<file path="src/rtl/cnt_seq_checker_pkg.sv">
// rtl/cnt_seq_checker_pkg.sv - shared FSM encoding and default parameters for the counter sequence checker
package cnt_seq_checker_pkg;

  typedef enum logic [1:0] {
    IDLE   = 2'd0,
    ACQ    = 2'd1,
    LOCKED = 2'd2
  } state_e;

  localparam int DEF_W      = 4;
  localparam int DEF_LOCK_N = 3;
  localparam int DEF_LOSS_N = 2;
  localparam int DEF_CW     = 8;

endpackage

</file>
<file path="src/rtl/cnt_seq_checker_sat_counter.sv">
// rtl/cnt_seq_checker_sat_counter.sv - CW-bit saturating incrementer with synchronous clear
module cnt_seq_checker_sat_counter
  import cnt_seq_checker_pkg::*;
#(
  parameter int CW = DEF_CW
) (
  input  logic          clk,
  input  logic          rst_n,
  input  logic          clr,
  input  logic          inc,
  output logic [CW-1:0] count
);

  logic [CW-1:0] count_q;
  logic [CW-1:0] count_d;

  // clear has priority over a coincident increment
  always_comb begin
    count_d = count_q;
    if (clr) begin
      count_d = '0;
    end else if (inc && (count_q != {CW{1'b1}})) begin
      count_d = count_q + CW'(1);
    end
  end

  always_ff @(posedge clk or negedge rst_n) begin
    if (!rst_n) begin
      count_q <= '0;
    end else begin
      count_q <= count_d;
    end
  end

  assign count = count_q;

endmodule

</file>
<file path="config.mk">
export PLATFORM = sky130hd
export DESIGN_NAME = cnt_seq_checker_sat_counter
export DESIGN_NICKNAME = d
export VERILOG_FILES = /design/src/rtl/cnt_seq_checker_pkg.sv /design/src/rtl/cnt_seq_checker_sat_counter.sv
export SDC_FILE = /design/constraint.sdc
export NUM_CORES = 1
export LEC_CHECK = 0
export CORE_AREA = 5 5 42 44
export CTS_BUF_LIST = sky130_fd_sc_hd__clkbuf_4 sky130_fd_sc_hd__clkbuf_8
export DETAILED_ROUTE_END_ITERATION = 7
export DIE_AREA = 0 0 47 49
export PLACE_DENSITY = 0.59
export RECOVER_POWER = 100
export SYNTH_ARGS = -nofsm -noshare
export SYNTH_HDL_FRONTEND = slang
export SYNTH_SLANG_ARGS = --single-unit
</file>
<file path="constraint.sdc">
create_clock -name clk -period 4.65 [get_ports clk]
set_input_delay 0.93 -clock clk [delete_from_list [all_inputs] [get_ports clk]]
set_output_delay 0.93 -clock clk [all_outputs]
set_load 0.005 [all_outputs]
</file>
Word-level counts from Yosys, hierarchy flattened
Cells that the tools add are included.

Flip-flop bits (word level): 8. Logic and storage cells: 7.

Reductions and logical operators: 2. Eq/ne operators: 1. $add $sub $neg: 1. Muxes and demuxes: 2.

Operator list (count): $mux W8 (2); $add A8 B1 Y8 const B (1); $ne A8 B8 Y1 const B (1); $reduce_bool A2 Y1 (1); $logic_and A1 B1 Y1 (1).

Depth between registers and ports, before layout
Depth in word-level cells: 4. Depth in mapped cells: 4.

Worst setup path before layout
No wires, ideal clock.

Path type: input port to flip-flop. From: in inc. To: reg count_q[7], in the netlist count[7]. Data arrival time: 1.705 ns. Data required time: 4.556 ns. Library setup time: 0.094 ns. Stages on the path: 4. Slack: 2.851 ns. Cells stage by stage: buf_2 > nand3_1 > or3_1 > a211oi_1.

Cells in the longest elaborated chain, start to end: 2.

Ends and longest elaborated chain: start: declaration (RTL line cnt_seq_checker_sat_counter.sv:10) `input logic inc,`; $logic_and A1 B1 Y1 (RTL line cnt_seq_checker_sat_counter.sv:22) `end else if (inc && (count_q != {CW{1'b1}})) begin`; $reduce_bool A2 Y1 (no line); end signal: assignment (RTL line cnt_seq_checker_sat_counter.sv:31) `count_q <= count_d;`; end: declaration (RTL line cnt_seq_checker_sat_counter.sv:14) `logic [CW-1:0] count_q;`.

Every way passes these cells. A chain may end at the register's enable or synchronous reset.

Final worst setup path
From: in inc. To: reg count_q[0], in the netlist count[0].

Same word-level chain as after synthesis.

==> metrics.md <==
| Metric | Value |
|---|---|
| FF-to-FF Start | `count[0]$_DFFE_PN0P_` |
| FF-to-FF path depth | `4` |
| Worst path cell trace | `dlygate4sd3_1 -> a21boi_0 -> mux2_2` |
| Violation count after the first detailed-route iteration | `11` |
| Hold endpoint | `count[7]$_DFFE_PN0P_` |
| Nets | `68` |
| Max-Cap Viols | `0` |
| GP Congestion | `0.748` |
| Synthesized area per cell | `9.47 sq um` |
| Full die area | `2300 sq um` |
| Placed cell areas | `586 sq um` |
| Ys async rst share | `1.00` |
| Reg clk slew, reported paths | `60 ps` |
| Setup TNS | `0 ps` |
| Overflow after GRT | `0` |
| Yosys reg bits | `8` |
| Relative slew slack | `0.725` |
| Ranking of synthesized cells by area | `dfrtp_1, mux2_2, nor3_1` |
| # clock sinks | `8` |
| Yosys warns | `0` |
| Drc violations | `0` |
| Worst min-delay path startpoint | `count[7]$_DFFE_PN0P_` |
| CTS tree | `yes` |
| Setup Fix Bufs, Post-CTS | `0` |
| Routed length per placed instance | `13.1 um` |
| Most common cell in the netlist | `dfrtp_1` |
| CP required | `4790 ps` |
| Mapped Cells | `49` |
| Share of cells above drive strength 1 | `0.115` |
| Fin. max-slew vios | `0` |
| IO Port Bufs | `11` |
| Post-cts sizing count | `0` |
| Worst Setup Start Kind | `input port` |
| Initial core utilization | `0.331` |
| Max stage delay on crit path | `680 ps` |
| Area leader, netlist | `dfrtp_1` |
| Initial antenna violation count | `0` |
| I/O pin count | `12` |
| Post-synth net total | `54` |
| Antenna viol nets, final | `0` |
| Row count | `14` |
| Min-delay worst type | `flop to flop` |
| CTS root buf | `clkbuf_4` |
| Routed wire length | `1010 um` |
| Critical path class | `input port to flop` |
| Area delta synth->final | `31.0%` |
| Cts hold-fix bufs | `0` |
| Cts bufs inserted | `3` |
| Tcrit/Tclk final | `0.481` |
| Final setup viols | `0` |
| Vias in the first global route | `382` |
| Setup crit end kind | `flop` |
| Initial DRT Pass Iterations | `4` |
| Top cells by count, synth | `dfrtp_1, nor3_1, a21oi_1, nand2b_1, nor2b_1` |
| Die Span Y | `49 um` |
| WP data arrival | `2370 ps` |
| Final core occ | `0.434` |
| Reg-to-reg setup timing slack | `2800 ps` |
| Top-area cell type share of the netlist area | `0.431` |
| Hold Path Cell Cnt | `2` |
| Crit-path slowest cell | `dlygate4sd3_1` |
| Final hold vios | `0` |
| Final Critical Period | `2230 ps` |
| GRT Overall Usage | `0.103` |
| PwrDens | `233 nW/um^2` |
| Largest net degree at the start of global routing | `12` |
| Mapped Area | `464 sq um` |
| Clock buffer depth | `2` |
| Worst-Margin Slew | `402 ps` |
| Global-route wire length before repair | `1750 um` |
| Max IR drop VDD | `139 uV` |
| Finished Cell Area | `608 sq um` |
| Prevailing post-synth register cell | `dfrtp_1` |
| Die width | `47 um` |
| CTS HTree Levels | `1` |
| Leak pwr | `0.000265 uW` |
| Post-synth EDFFs | `0` |
| Clock Skew | `2.77 ps` |
| Max reg flops | `8` |
| Vias | `416` |
| Antenna cells | `0` |
| Unrepaired setup endpoints after global routing | `false` |
| Crit Path Max Fanout | `9` |
| Worst r2r dst | `count[0]$_DFFE_PN0P_` |
| Sequential area share after synthesis | `0.431` |
| Detailed-placement wirelength estimate | `746 um` |
| Outcome | `finished, final reports clean` |
| Library cells used by synthesis | `28` |
| CORE AREA | `1400 sq um` |
| Clock Latency Late Sink | `250 ps` |
| Vias per Instance | `5.40` |
| Fmax | `447 MHz` |
-- report_power, final --
part           switching, uW  internal (uW)  leakage [uW]
registers               2.63           71.3      0.000110
logic                   6.73           7.28      0.000141
clock network           24.0           29.6     0.0000138
total                   33.3            108      0.000265
-- layout make-up --
| class | count | area (sq um) |
|---|---|---|
| Tap cell | 16 | 20.0 |
| Multi-Input combinational cell | 37 | 248 |
| Fill cell | 147 | 793 |
| Sequential cell | 8 | 200 |
| Inverter | 2 | 7.51 |
| Timing Repair Buffer | 11 | 110 |
| Clock buffer | 3 | 22.5 |
-- worst max-delay path, delay by kind of cell --
kind            cells  cell delay, ps
buf+inv             1             680
mux                 1             380
compound gates      1             380
-- metrics by stage --
step | hold WS (ps) | std cells | total power [uW] | setup slack [ps]
after global placement | 571 | 74 | 90.7 | 2300
final | 584 | 77 | 142 | 2420
after CTS | 593 | 77 | 146 | 2470
after global routing | 614 | 77 | 150 | 2320
after floorplan | 558 | 49 | 81.9 | 2850
after detailed placement | 579 | 74 | 90.7 | 2280
-- kinds of logic after synthesis --
kind of cell / after synthesis / share of synthesized area
compound gates: 9 / 0.127
fa+ha+maj: 1 / 0.0269
buf+inv: 4 / 0.0350
flops: 8 / 0.431
mux: 3 / 0.0701
simple gates: 24 / 0.310
-- worst max-delay path by stage --
stage | startpoint | end | slack (ps) | depth (start not counted)
floorplan | inc | count[7]$_DFFE_PN0P_ | 2850 | 4
global placement | inc | count[0]$_DFFE_PN0P_ | 2300 | 3
detailed placement | inc | count[7]$_DFFE_PN0P_ | 2280 | 4
CTS | count[2]$_DFFE_PN0P_ | count[2] | 2470 | 1
global route | inc | count[5]$_DFFE_PN0P_ | 2320 | 4
finish | inc | count[0]$_DFFE_PN0P_ | 2420 | 3
-- per-layer routing --
layer	wire [um]	GRT usage
met4	5	0.0553
met1	468	0.137
met5	0	0
met2	485	0.143
met3	48	0.0332
-- cells in the final DEF (no fill, tap or decap), types with 2 or more instances in the layout --
master,n
inv_1,2
nand3_1,2
nor3_1,4
dlygate4sd3_1,10
nand2b_1,3
nor2b_1,3
nor2_1,2
dfrtp_1,8
a21oi_1,3
clkbuf_4,3
nand2_1,2
mux2_2,2
(Power assumes the default switching activity.)
